[config.mk]
export PLATFORM = sky130hd
export DESIGN_NAME = fifo_rptr_empty_ctrl_flat
export DESIGN_NICKNAME = d
export VERILOG_FILES = /design/src/rtl/fifo_rptr_empty_ctrl_if.sv /design/src/rtl/fifo_rptr_empty_ctrl.sv /design/src/flat_wrapper.sv
export SDC_FILE = /design/constraint.sdc
export NUM_CORES = 1
export LEC_CHECK = 0
export CORE_ASPECT_RATIO = 2
export CORE_MARGIN = 2
export CORE_UTILIZATION = 25
export CTS_BUF_LIST = sky130_fd_sc_hd__clkbuf_16
export DETAILED_ROUTE_END_ITERATION = 16
export GPL_TIMING_DRIVEN = 0
export HOLD_SLACK_MARGIN = 0.12
export PLACE_DENSITY = 0.57
export SETUP_SLACK_MARGIN = 0.15
export SYNTH_ARGS = -nofsm -noshare
export SYNTH_HDL_FRONTEND = slang
export SYNTH_SLANG_ARGS = --single-unit
[constraint.sdc]
create_clock -name rclk -period 3.26 [get_ports rclk]
set_input_delay 0.978 -clock rclk [delete_from_list [all_inputs] [get_ports rclk]]
set_output_delay 0.978 -clock rclk [all_outputs]
set_load 0.01 [all_outputs]
[src/rtl/fifo_rptr_empty_ctrl_if.sv]
// Read-side bus of the async FIFO read-pointer controller.
// The master (consumer and synchronizer side) drives the requests and the
// synchronized write pointer. The slave (the controller) drives the pointer,
// the flags and the fill level.
interface fifo_rptr_empty_ctrl_if #(
  parameter int ADDRSIZE = 4
);
  logic                rinc;
  logic [ADDRSIZE:0]   rq2_wptr;
  logic [ADDRSIZE:0]   rae_th;
  logic                rclr_err;
  logic [ADDRSIZE-1:0] raddr;
  logic                rd_en;
  logic [ADDRSIZE:0]   rptr;
  logic                rempty;
  logic                ralmost_empty;
  logic [ADDRSIZE:0]   rlevel;
  logic                runderflow;
  logic                rundf_sticky;

  modport master (
    output rinc, rq2_wptr, rae_th, rclr_err,
    input  raddr, rd_en, rptr, rempty, ralmost_empty, rlevel, runderflow, rundf_sticky
  );

  modport slave (
    input  rinc, rq2_wptr, rae_th, rclr_err,
    output raddr, rd_en, rptr, rempty, ralmost_empty, rlevel, runderflow, rundf_sticky
  );
endinterface

[src/rtl/fifo_rptr_empty_ctrl.sv]
// Read-domain controller of the async FIFO.
// Owns the binary and Gray read pointers, the read address and enable, the
// empty and almost-empty flags, the fill level, and underflow reporting.
module fifo_rptr_empty_ctrl #(
  parameter int ADDRSIZE = 4
) (
  input logic                   rclk,
  input logic                   rrst_n,
  fifo_rptr_empty_ctrl_if.slave bus
);
  logic [ADDRSIZE:0] rbin;
  logic [ADDRSIZE:0] rgray;
  logic              rempty_q;
  logic              ralmost_empty_q;
  logic [ADDRSIZE:0] rlevel_q;
  logic              runderflow_q;
  logic              rundf_sticky_q;

  logic              acc;
  logic [ADDRSIZE:0] rbinnext;
  logic [ADDRSIZE:0] rgraynext;
  logic [ADDRSIZE:0] wbin_s;
  logic [ADDRSIZE:0] level_next;

  // Accepted read: advance the binary pointer and derive its Gray form.
  always_comb begin
    acc       = bus.rinc & ~rempty_q;
    rbinnext  = rbin + {{ADDRSIZE{1'b0}}, acc};
    rgraynext = (rbinnext >> 1) ^ rbinnext;
  end

  // Convert the synchronized Gray write pointer to binary and compute the level.
  // Each binary bit is the XOR of all Gray bits at or above it.
  always_comb begin
    wbin_s = '0;
    for (int unsigned i = 0; i <= ADDRSIZE; i++) begin
      wbin_s[i] = ^(bus.rq2_wptr >> i);
    end
    level_next = wbin_s - rbinnext;
  end

  // Pointer registers.
  always_ff @(posedge rclk or negedge rrst_n) begin
    if (!rrst_n) begin
      rbin  <= '0;
      rgray <= '0;
    end else begin
      rbin  <= rbinnext;
      rgray <= rgraynext;
    end
  end

  // Empty, level and almost-empty flags, evaluated against the post-read pointer.
  always_ff @(posedge rclk or negedge rrst_n) begin
    if (!rrst_n) begin
      rempty_q        <= 1'b1;
      ralmost_empty_q <= 1'b1;
      rlevel_q        <= '0;
    end else begin
      rempty_q        <= (rgraynext == bus.rq2_wptr);
      ralmost_empty_q <= (level_next <= bus.rae_th);
      rlevel_q        <= level_next;
    end
  end

  // Underflow pulse and sticky flag. A set in the same cycle beats a clear.
  always_ff @(posedge rclk or negedge rrst_n) begin
    if (!rrst_n) begin
      runderflow_q   <= 1'b0;
      rundf_sticky_q <= 1'b0;
    end else begin
      runderflow_q <= bus.rinc & rempty_q;
      if (bus.rinc & rempty_q) begin
        rundf_sticky_q <= 1'b1;
      end else if (bus.rclr_err) begin
        rundf_sticky_q <= 1'b0;
      end
    end
  end

  // Output wiring. The enable and address are combinational so a read needs no extra cycle.
  always_comb begin
    bus.raddr         = rbin[ADDRSIZE-1:0];
    bus.rd_en         = acc;
    bus.rptr          = rgray;
    bus.rempty        = rempty_q;
    bus.ralmost_empty = ralmost_empty_q;
    bus.rlevel        = rlevel_q;
    bus.runderflow    = runderflow_q;
    bus.rundf_sticky  = rundf_sticky_q;
  end
endmodule

[src/flat_wrapper.sv]
// flat-port wrapper written by rule: the top's interface ports become plain ports
module fifo_rptr_empty_ctrl_flat 
#(
  parameter int ADDRSIZE = 4
)
  (rclk, rrst_n, bus_rinc, bus_rq2_wptr, bus_rae_th, bus_rclr_err, bus_raddr, bus_rd_en, bus_rptr, bus_rempty, bus_ralmost_empty, bus_rlevel, bus_runderflow, bus_rundf_sticky);
  fifo_rptr_empty_ctrl_if #(.ADDRSIZE(ADDRSIZE)) bus_i ();
  input logic rclk;
  input logic rrst_n;
  input wire logic [$bits(bus_i.rinc)-1:0] bus_rinc;
  input wire logic [$bits(bus_i.rq2_wptr)-1:0] bus_rq2_wptr;
  input wire logic [$bits(bus_i.rae_th)-1:0] bus_rae_th;
  input wire logic [$bits(bus_i.rclr_err)-1:0] bus_rclr_err;
  output wire logic [$bits(bus_i.raddr)-1:0] bus_raddr;
  output wire logic [$bits(bus_i.rd_en)-1:0] bus_rd_en;
  output wire logic [$bits(bus_i.rptr)-1:0] bus_rptr;
  output wire logic [$bits(bus_i.rempty)-1:0] bus_rempty;
  output wire logic [$bits(bus_i.ralmost_empty)-1:0] bus_ralmost_empty;
  output wire logic [$bits(bus_i.rlevel)-1:0] bus_rlevel;
  output wire logic [$bits(bus_i.runderflow)-1:0] bus_runderflow;
  output wire logic [$bits(bus_i.rundf_sticky)-1:0] bus_rundf_sticky;
  assign bus_i.rinc = bus_rinc;
  assign bus_i.rq2_wptr = bus_rq2_wptr;
  assign bus_i.rae_th = bus_rae_th;
  assign bus_i.rclr_err = bus_rclr_err;
  assign bus_raddr = bus_i.raddr;
  assign bus_rd_en = bus_i.rd_en;
  assign bus_rptr = bus_i.rptr;
  assign bus_rempty = bus_i.rempty;
  assign bus_ralmost_empty = bus_i.ralmost_empty;
  assign bus_rlevel = bus_i.rlevel;
  assign bus_runderflow = bus_i.runderflow;
  assign bus_rundf_sticky = bus_i.rundf_sticky;
  fifo_rptr_empty_ctrl #(.ADDRSIZE(ADDRSIZE)) u_core (.rclk(rclk), .rrst_n(rrst_n), .bus(bus_i));
endmodule
==> impl_metrics.toml, run 1 <==
[power_and_ir_drop]
total_leakage_power_uw = 0.000749
power_frac_clock_pct = 11.9
power.sequential.fraction_pct = 20.4
power.share.switching_pct = 37.5
power.share.combinational_pct = 67.7
power.density_cell_area_nw_per_um2 = 1240
power_report.internal_total_uw = 1280
vdd_drop_max_v = 0.000474
switching_power_uw = 766

[finish]
finish.instance_area_um2 = 1640
fraction_of_layout_instances_using_a_drive_strength_above_1_pct = 26.9
num_antenna_cells = 0
area_growth_syn_to_layout_pct = 68.5
final-seq-area_um2 = 453
multi_input_comb_area_um2 = 597
nFillCells = 352
nets = 156

[die]
die_y_um = 92.4
core.rowCount = 32
floorplan.die.width_um = 48.2
core-area_um2 = 3800
die-area_um2 = 4450
design.portCount = 33
floorplan.initialDensity_pct = 25.7

[routing]
avgRoutedWirePerCell_um = 11.8
drt-pass1-iter-count = 2
detail_route.iter0.violations = 4
detail-route-antenna-nets = 0
drc = 0
detail_route.wirelength_mm = 2.14
vias_per_cell = 4.02
detailroute.via_count = 727

[placement]
port_buffers = 32
placed_cell_area_um2 = 1360
place_congestion = 0.690
post-dp-hpwl_mm = 1.65

[synthesis]
syn-mean-instance-area_um2 = 11.5
synth-seq-area-share_pct = 46.4
synthMuxAreaShare_pct = 0
cell_variety_after_synth = 20
post_synth_and_or_nand_nor_area_fraction_pct = 6.15
synth_area_in_compound_gates_pct = 7.69
yosys.area_share.xor_xnor_pct = 18.7
syn_nets = 110
ys.warnings.count = 0
synth_area_um2 = 976
post_synth_inst_count = 85
synth_top_family_by_area = "XOR/XNOR gates"
synth_fa_ha_area_share_pct = 14.9
synth_seq_cells = 18

[min_path]
whs_path_depth = 1
timing.hold.worst_endpoint = "u_core.bus.rundf_sticky$_DFFE_PN0P_"
startpoint_of_the_tightest_hold_check_path = "u_core.bus.rundf_sticky$_DFFE_PN0P_"
hold_class = "flip-flop to flip-flop"

[timing]
finClkSkew_ns = 0.00216
transition_time_at_the_pin_with_the_least_slew_margin_ns = 0.768
period_needed_ns = 3.35
setup_total_negative_slack_ns = -0.0939
final-setup-viol-count = 1
rsz0062_at_grt = "yes"
finalHoldViolations = 0
setup_ws_ns = -0.0939
relSlewSlack_pct = 48.6
slew_viol_final = 0
final.period_utilization_pct = 103
max_freq_ghz = 0.298

[critical_path]
cp.required_ns = 3.44
timing.critical_path.from_type = "input pin"
worst_r2r_path_depth = 12
worst_r2r_endpoint = "u_core.bus.ralmost_empty$_DFF_PN1_"
reg_to_reg_startpoint = "u_core.bus.rempty$_DFF_PN1_"
critical_path.endpoint_type = "flip-flop"
worstPathMaxFanout = 2
rrSetupSlack_ns = 0.45
worst-setup-path-type = "input pin to flip-flop"
worst_ep_arrival_time_ns = 3.53

[clocking]
tritoncts = "done"
cts-buffers-inserted = 3
cts-root-to-sink-buffers = 2
cts-root-buf = "sky130_fd_sc_hd__clkbuf_16"
worst_skew_pair.late_latency_ns = 0.25
tritoncts_num_sinks = 18
htreeDepth = 1
clk_pin_slew_ns = 0.05

[global_routing]
grt-ovfl-total = 0
maximum_number_of_pins_on_one_net_before_global_route_repair = 19
grt_antenna_before_repair = 0
first_global_vias = 795
globalRouteTotalUtil_pct = 11.4
first_pass_grt_wire_length_mm = 3.58

[job]
max_cap_viol_count = 0

[run_status]
outcome = "complete, but fails checks"
violations = "setup timing"
[kinds of logic (layout without fill, tap and decap cells)]
logic type,count (synthesis),in the layout
xor+xnor,20,20
flops,18,18
buf+inv,16,61
fa+ha+maj,11,11
compound gates,10,10
simple gates,10,10
[power groups by stage]
| stage | combinational, uW | clock, uW | sequential (uW) |
|---|---|---|---|
| 2_1_floorplan | 637 | 0 | 463 |
| 3_3_place_gp | 1070 | 0 | 407 |
| 3_5_place_dp | 1090 | 0 | 412 |
| 4_1_cts | 1370 | 246 | 417 |
| 5_1_grt | 1540 | 261 | 430 |
| 6_report | 1380 | 243 | 417 |
[metal layers]
layer  GRT usage [%]  share of wire [%]  vias to the layer above  wire length, um
met5               0                  0                        -                0
met4            6.76                2.6                        0               55
met3            1.17                3.8                        4               81
met2            21.1                 63                       21             1340
met1            10.6                 31                      350              663
li1                -                  -                      352                -
[sequential cells by signal, indices dropped and copies added (netlist names)]
signal	cells
u_core.bus.ralmost_empty	1
u_core.bus.rptr	4
u_core.bus.rempty	1
u_core.bus.rlevel	5
u_core.bus.runderflow	1
u_core.rbin	5
u_core.bus.rundf_sticky	1
[worst max-delay path, cell delays in order]
cell and delay, ns:
sky130_fd_sc_hd__buf_8 0.11, sky130_fd_sc_hd__xor2_4 0.18, sky130_fd_sc_hd__xnor2_2 0.22, sky130_fd_sc_hd__xor2_2 0.20, sky130_fd_sc_hd__xor2_1 0.17, sky130_fd_sc_hd__ha_2 0.21
sky130_fd_sc_hd__fa_1 0.43, sky130_fd_sc_hd__inv_2 0.10, sky130_fd_sc_hd__ha_4 0.20, sky130_fd_sc_hd__nor2b_4 0.12, sky130_fd_sc_hd__o21a_1 0.16, sky130_fd_sc_hd__o21a_1 0.16
sky130_fd_sc_hd__o21a_1 0.16, sky130_fd_sc_hd__o21ai_1 0.12
[cells in the final DEF, fill, tap and decap left out, types with 2 or more instances in the layout]
| cell type | netlist | final |
|---|---|---|
| sky130_fd_sc_hd__a21o_1 | 3 | 3 |
| sky130_fd_sc_hd__a21oi_2 | 0 | 2 |
| sky130_fd_sc_hd__buf_4 | 0 | 9 |
| sky130_fd_sc_hd__clkbuf_16 | 0 | 3 |
| sky130_fd_sc_hd__clkdlybuf4s50_1 | 0 | 27 |
| sky130_fd_sc_hd__dfrtp_1 | 16 | 16 |
| sky130_fd_sc_hd__dfstp_2 | 2 | 2 |
| sky130_fd_sc_hd__dlygate4sd2_1 | 0 | 2 |
| sky130_fd_sc_hd__ha_1 | 10 | 6 |
| sky130_fd_sc_hd__ha_4 | 0 | 3 |
| sky130_fd_sc_hd__inv_1 | 16 | 15 |
| sky130_fd_sc_hd__nand3_1 | 3 | 3 |
| sky130_fd_sc_hd__o21a_1 | 3 | 3 |
| sky130_fd_sc_hd__xnor2_1 | 10 | 7 |
| sky130_fd_sc_hd__xnor2_2 | 0 | 3 |
| sky130_fd_sc_hd__xor2_1 | 9 | 5 |
| sky130_fd_sc_hd__xor2_2 | 1 | 3 |
| sky130_fd_sc_hd__xor2_4 | 0 | 2 |
[repair_timing]
action                                 in CTS  in global routing
setup endpoints to repair                   5                  2
setup buffers                               7                  2
pin swaps                                  11                  6
endpoints found under the hold margin       0                  0
hold buffers                                0                  0
resized for setup                          35                  1
[layout make-up]
type / instances / area share, %
Timing Repair Buffer: 41 / 23.8
Clock buffer: 3 / 4.57
Inverter: 16 / 3.65
Sequential cell: 18 / 27.5
Tap cell: 51 / 3.88
Multi-Input combinational cell: 51 / 36.3
Clock inverter: 1 / 0.228
[cell usage after synthesis]
cell	instances	share of area, %
sky130_fd_sc_hd__a2111oi_2	1	1.5
sky130_fd_sc_hd__a21o_1	3	2.3
sky130_fd_sc_hd__a21oi_1	2	1.0
sky130_fd_sc_hd__and2_1	2	1.3
sky130_fd_sc_hd__and2b_1	1	0.77
sky130_fd_sc_hd__and3_1	1	0.64
sky130_fd_sc_hd__dfrtp_1	16	41
sky130_fd_sc_hd__dfstp_2	2	5.4
sky130_fd_sc_hd__fa_1	1	2.1
sky130_fd_sc_hd__ha_1	10	13
sky130_fd_sc_hd__inv_1	16	6.2
sky130_fd_sc_hd__nand3_1	3	1.5
sky130_fd_sc_hd__nand4_1	1	0.64
sky130_fd_sc_hd__nor2b_1	1	0.64
sky130_fd_sc_hd__o21a_1	3	2.3
sky130_fd_sc_hd__o21ai_0	1	0.51
sky130_fd_sc_hd__or3_1	1	0.64
sky130_fd_sc_hd__xnor2_1	10	9.0
sky130_fd_sc_hd__xor2_1	9	8.1
sky130_fd_sc_hd__xor2_2	1	1.7
[per-stage QoR]
step / hold WS [ns] / util (%) / setup WS, ns / total power [uW] / instances
2_1_floorplan: 0.520 / - / -0.232 / 1100 / 85
3_3_place_gp: 0.466 / 35.8 / -0.992 / 1480 / 168
3_5_place_dp: 0.468 / 35.8 / -1.01 / 1500 / 168
4_1_cts: 0.479 / 42.6 / -0.0853 / 2030 / 179
5_1_grt: 0.498 / 43.2 / -0.286 / 2240 / 181
6_report: 0.475 / 43.2 / -0.0939 / 2040 / 181
[how the worst max path moves through the flow]
stage	from	endpoint	slack (ns)	cells after the start
finish	bus_rq2_wptr[4]	u_core.bus.ralmost_empty$_DFF_PN1_	-0.09	14
global route	bus_rq2_wptr[4]	u_core.bus.ralmost_empty$_DFF_PN1_	-0.29	14
CTS	bus_rq2_wptr[4]	u_core.bus.ralmost_empty$_DFF_PN1_	-0.09	14
detailed placement	bus_rq2_wptr[3]	u_core.bus.ralmost_empty$_DFF_PN1_	-1.01	14
global placement	bus_rq2_wptr[4]	u_core.bus.ralmost_empty$_DFF_PN1_	-0.99	15
floorplan	bus_rq2_wptr[3]	u_core.bus.ralmost_empty$_DFF_PN1_	-0.23	13
(Power assumes the default switching activity.)
==> run 2, diff against run 1 <==
--- a/config.mk
+++ b/config.mk
@@ -5,6 +5,8 @@
 export SDC_FILE = /design/constraint.sdc
 export NUM_CORES = 1
 export LEC_CHECK = 0
+export CELL_PAD_IN_SITES_DETAIL_PLACEMENT = 1
+export CELL_PAD_IN_SITES_GLOBAL_PLACEMENT = 2
 export CORE_ASPECT_RATIO = 2
 export CORE_MARGIN = 2
 export CORE_UTILIZATION = 25
@@ -12,8 +14,9 @@
 export DETAILED_ROUTE_END_ITERATION = 16
 export GPL_TIMING_DRIVEN = 0
 export HOLD_SLACK_MARGIN = 0.12
-export PLACE_DENSITY = 0.57
+export PLACE_DENSITY = 0.8
 export SETUP_SLACK_MARGIN = 0.15
 export SYNTH_ARGS = -nofsm -noshare
 export SYNTH_HDL_FRONTEND = slang
 export SYNTH_SLANG_ARGS = --single-unit
+export TNS_END_PERCENT = 100
==> run 2 against run 1 <==
- the run still ends with setup timing left
- clock-buffer cell count did not move
- largest cell class unchanged
- largest power group unchanged
- critical path type unchanged
- via count rose by 8.9%
- first-iteration DRC count fell by 75%
- combinational power rose by 30%
- critical endpoint unchanged
- highest routed layer unchanged
==> impl_metrics.toml, run 2 (same netlist as run 1, synthesis figures left out) <==
[global_routing]
grt_antenna_before_repair = 0
first_global_vias = 961
globalRouteTotalUtil_pct = 15.1
grt-ovfl-total = 0
first_pass_grt_wire_length_mm = 4.48
maximum_number_of_pins_on_one_net_before_global_route_repair = 19

[clocking]
cts-root-buf = "sky130_fd_sc_hd__clkbuf_16"
htreeDepth = 1
clk_pin_slew_ns = 0.05
tritoncts = "done"
tritoncts_num_sinks = 18
cts-root-to-sink-buffers = 2
worst_skew_pair.late_latency_ns = 0.26
cts-buffers-inserted = 3

[critical_path]
reg_to_reg_startpoint = "u_core.bus.rempty$_DFF_PN1_"
timing.critical_path.from = "bus_rq2_wptr[4]"
worst_r2r_path_depth = 12
critical_path.endpoint_type = "flip-flop"
worst_ep_arrival_time_ns = 3.60
timing.critical_path.from_type = "input pin"
worst_r2r_endpoint = "u_core.bus.ralmost_empty$_DFF_PN1_"
cp.required_ns = 3.45
worst-setup-path-type = "input pin to flip-flop"
crit_path_capture = "u_core.bus.ralmost_empty$_DFF_PN1_"
worstPathMaxFanout = 2
rrSetupSlack_ns = 0.34

[power_and_ir_drop]
vdd_drop_max_v = 0.000570
power.density_cell_area_nw_per_um2 = 1420
total_leakage_power_uw = 0.000798

[placement]
port_buffers = 32
post-dp-hpwl_mm = 1.98
placed_cell_area_um2 = 1360
pre_cts_ws_ns = -1.15
placed_cells_incl_taps = 168
place_congestion = 0.669

[timing]
finClkSkew_ns = 0.00159
final-setup-viol-count = 2
setup_ws_ns = -0.159
slew_viol_final = 0
period_needed_ns = 3.42
max_freq_ghz = 0.292
rsz0062_at_grt = "yes"
transition_time_at_the_pin_with_the_least_slew_margin_ns = 0.778
final.period_utilization_pct = 105
finalHoldViolations = 0
relSlewSlack_pct = 48.0

[run_status]
violations = "setup timing"
outcome = "complete, but fails checks"

[finish]
mostFrequentLayoutCells = "27 x sky130_fd_sc_hd__clkdlybuf4s50_1, 16 x sky130_fd_sc_hd__dfrtp_1, 15 x sky130_fd_sc_hd__inv_1"
nFillCells = 416
nets = 165
fraction_of_layout_instances_using_a_drive_strength_above_1_pct = 32.6
instances_no_fill = 189
area_growth_syn_to_layout_pct = 78.1
final_common_cell = "sky130_fd_sc_hd__clkdlybuf4s50_1"
finalCoreUtilization_pct = 45.7
finish.instance_area_um2 = 1740
num_antenna_cells = 0

[routing]
drc = 0
avgRoutedWirePerCell_um = 14.6
drt-pass1-iter-count = 2
detailroute.via_count = 792
detail-route-antenna-nets = 0
detail_route.iter0.violations = 1
vias_per_cell = 4.19
detail_route.wirelength_mm = 2.76

[job]
max_cap_viol_count = 0

[die]
design.portCount = 33
core-area_um2 = 3800
die_y_um = 92.4
floorplan.initialDensity_pct = 25.7
core.rowCount = 32
die-area_um2 = 4450
floorplan.die.width_um = 48.2

[min_path]
hold_class = "flip-flop to flip-flop"
[run 2: cell types whose count changed in the layout (fill, tap and decap cells not counted), sizes merged]
cell | previous run | this run
buf | 11 | 20
clkinv | 1 | 0
[run 2: worst max-delay path, cell delays in order]
cell and delay [ns]:
sky130_fd_sc_hd__buf_8 0.11, sky130_fd_sc_hd__xor2_4 0.18, sky130_fd_sc_hd__xnor2_2 0.24, sky130_fd_sc_hd__xor2_2 0.21
sky130_fd_sc_hd__xor2_1 0.19, sky130_fd_sc_hd__ha_2 0.22, sky130_fd_sc_hd__fa_2 0.44, sky130_fd_sc_hd__inv_2 0.10
sky130_fd_sc_hd__ha_4 0.21, sky130_fd_sc_hd__nor2b_4 0.12, sky130_fd_sc_hd__o21a_1 0.16, sky130_fd_sc_hd__o21a_1 0.16
sky130_fd_sc_hd__o21a_1 0.18, sky130_fd_sc_hd__o21ai_1 0.12
[run 2: how the worst min path moves through the flow]
stage,start,end,slack [ns],cells after the start
global route,u_core.bus.rundf_sticky$_DFFE_PN0P_,u_core.bus.rundf_sticky$_DFFE_PN0P_,0.54,1
finish,u_core.bus.rundf_sticky$_DFFE_PN0P_,u_core.bus.rundf_sticky$_DFFE_PN0P_,0.51,1
detailed placement,u_core.bus.rundf_sticky$_DFFE_PN0P_,u_core.bus.rundf_sticky$_DFFE_PN0P_,0.52,1
floorplan,u_core.bus.rundf_sticky$_DFFE_PN0P_,u_core.bus.rundf_sticky$_DFFE_PN0P_,0.52,1
CTS,u_core.bus.rundf_sticky$_DFFE_PN0P_,u_core.bus.rundf_sticky$_DFFE_PN0P_,0.53,1
global placement,u_core.bus.rundf_sticky$_DFFE_PN0P_,u_core.bus.rundf_sticky$_DFFE_PN0P_,0.47,1
[run 2: metal layers]
metal / share of wire, % / vias to the layer above / global-route usage, %
met3: 3.6 / 5 / 3.12
met2: 64 / 24 / 28.9
met4: 3.2 / 0 / 8.78
li1: - / 371 / -
met5: 0 / - / 0
met1: 29 / 392 / 11.9
[run 2: power breakdown]
group	total [uW]	switching, uW	internal (uW)	leakage, uW
sequential	425	71.5	354	0.000213
combinational	1800	744	1050	0.000549
clock	247	85.0	162	0.0000370
total	2470	900	1570	0.000798
[run 2: cell type report]
cell class                      instances  area (um2)  area share [%]
Inverter                               16        60.1            3.46
Multi-Input combinational cell         51         596            34.3
Clock buffer                            3        75.1            4.32
Timing Repair Buffer                   50         490            28.2
Sequential cell                        18         453            26.1
Tap cell                               51        63.8            3.67
[run 2: what timing repair did]
item,CTS,global route
resized for setup,39,6
pin swaps,12,8
hold buffers,0,0
buffers inserted,15,3
setup endpoints to repair,6,2
[run 2: per-stage QoR]
stage | power, uW | TNS (ns) | hold WS (ns)
floorplan | 1100 | -0.232 | 0.520
global placement | 1480 | -1.83 | 0.466
detailed placement | 1530 | -2.31 | 0.517
CTS | 2270 | -0.184 | 0.528
global route | 2700 | -0.503 | 0.543
finish | 2470 | -0.283 | 0.514
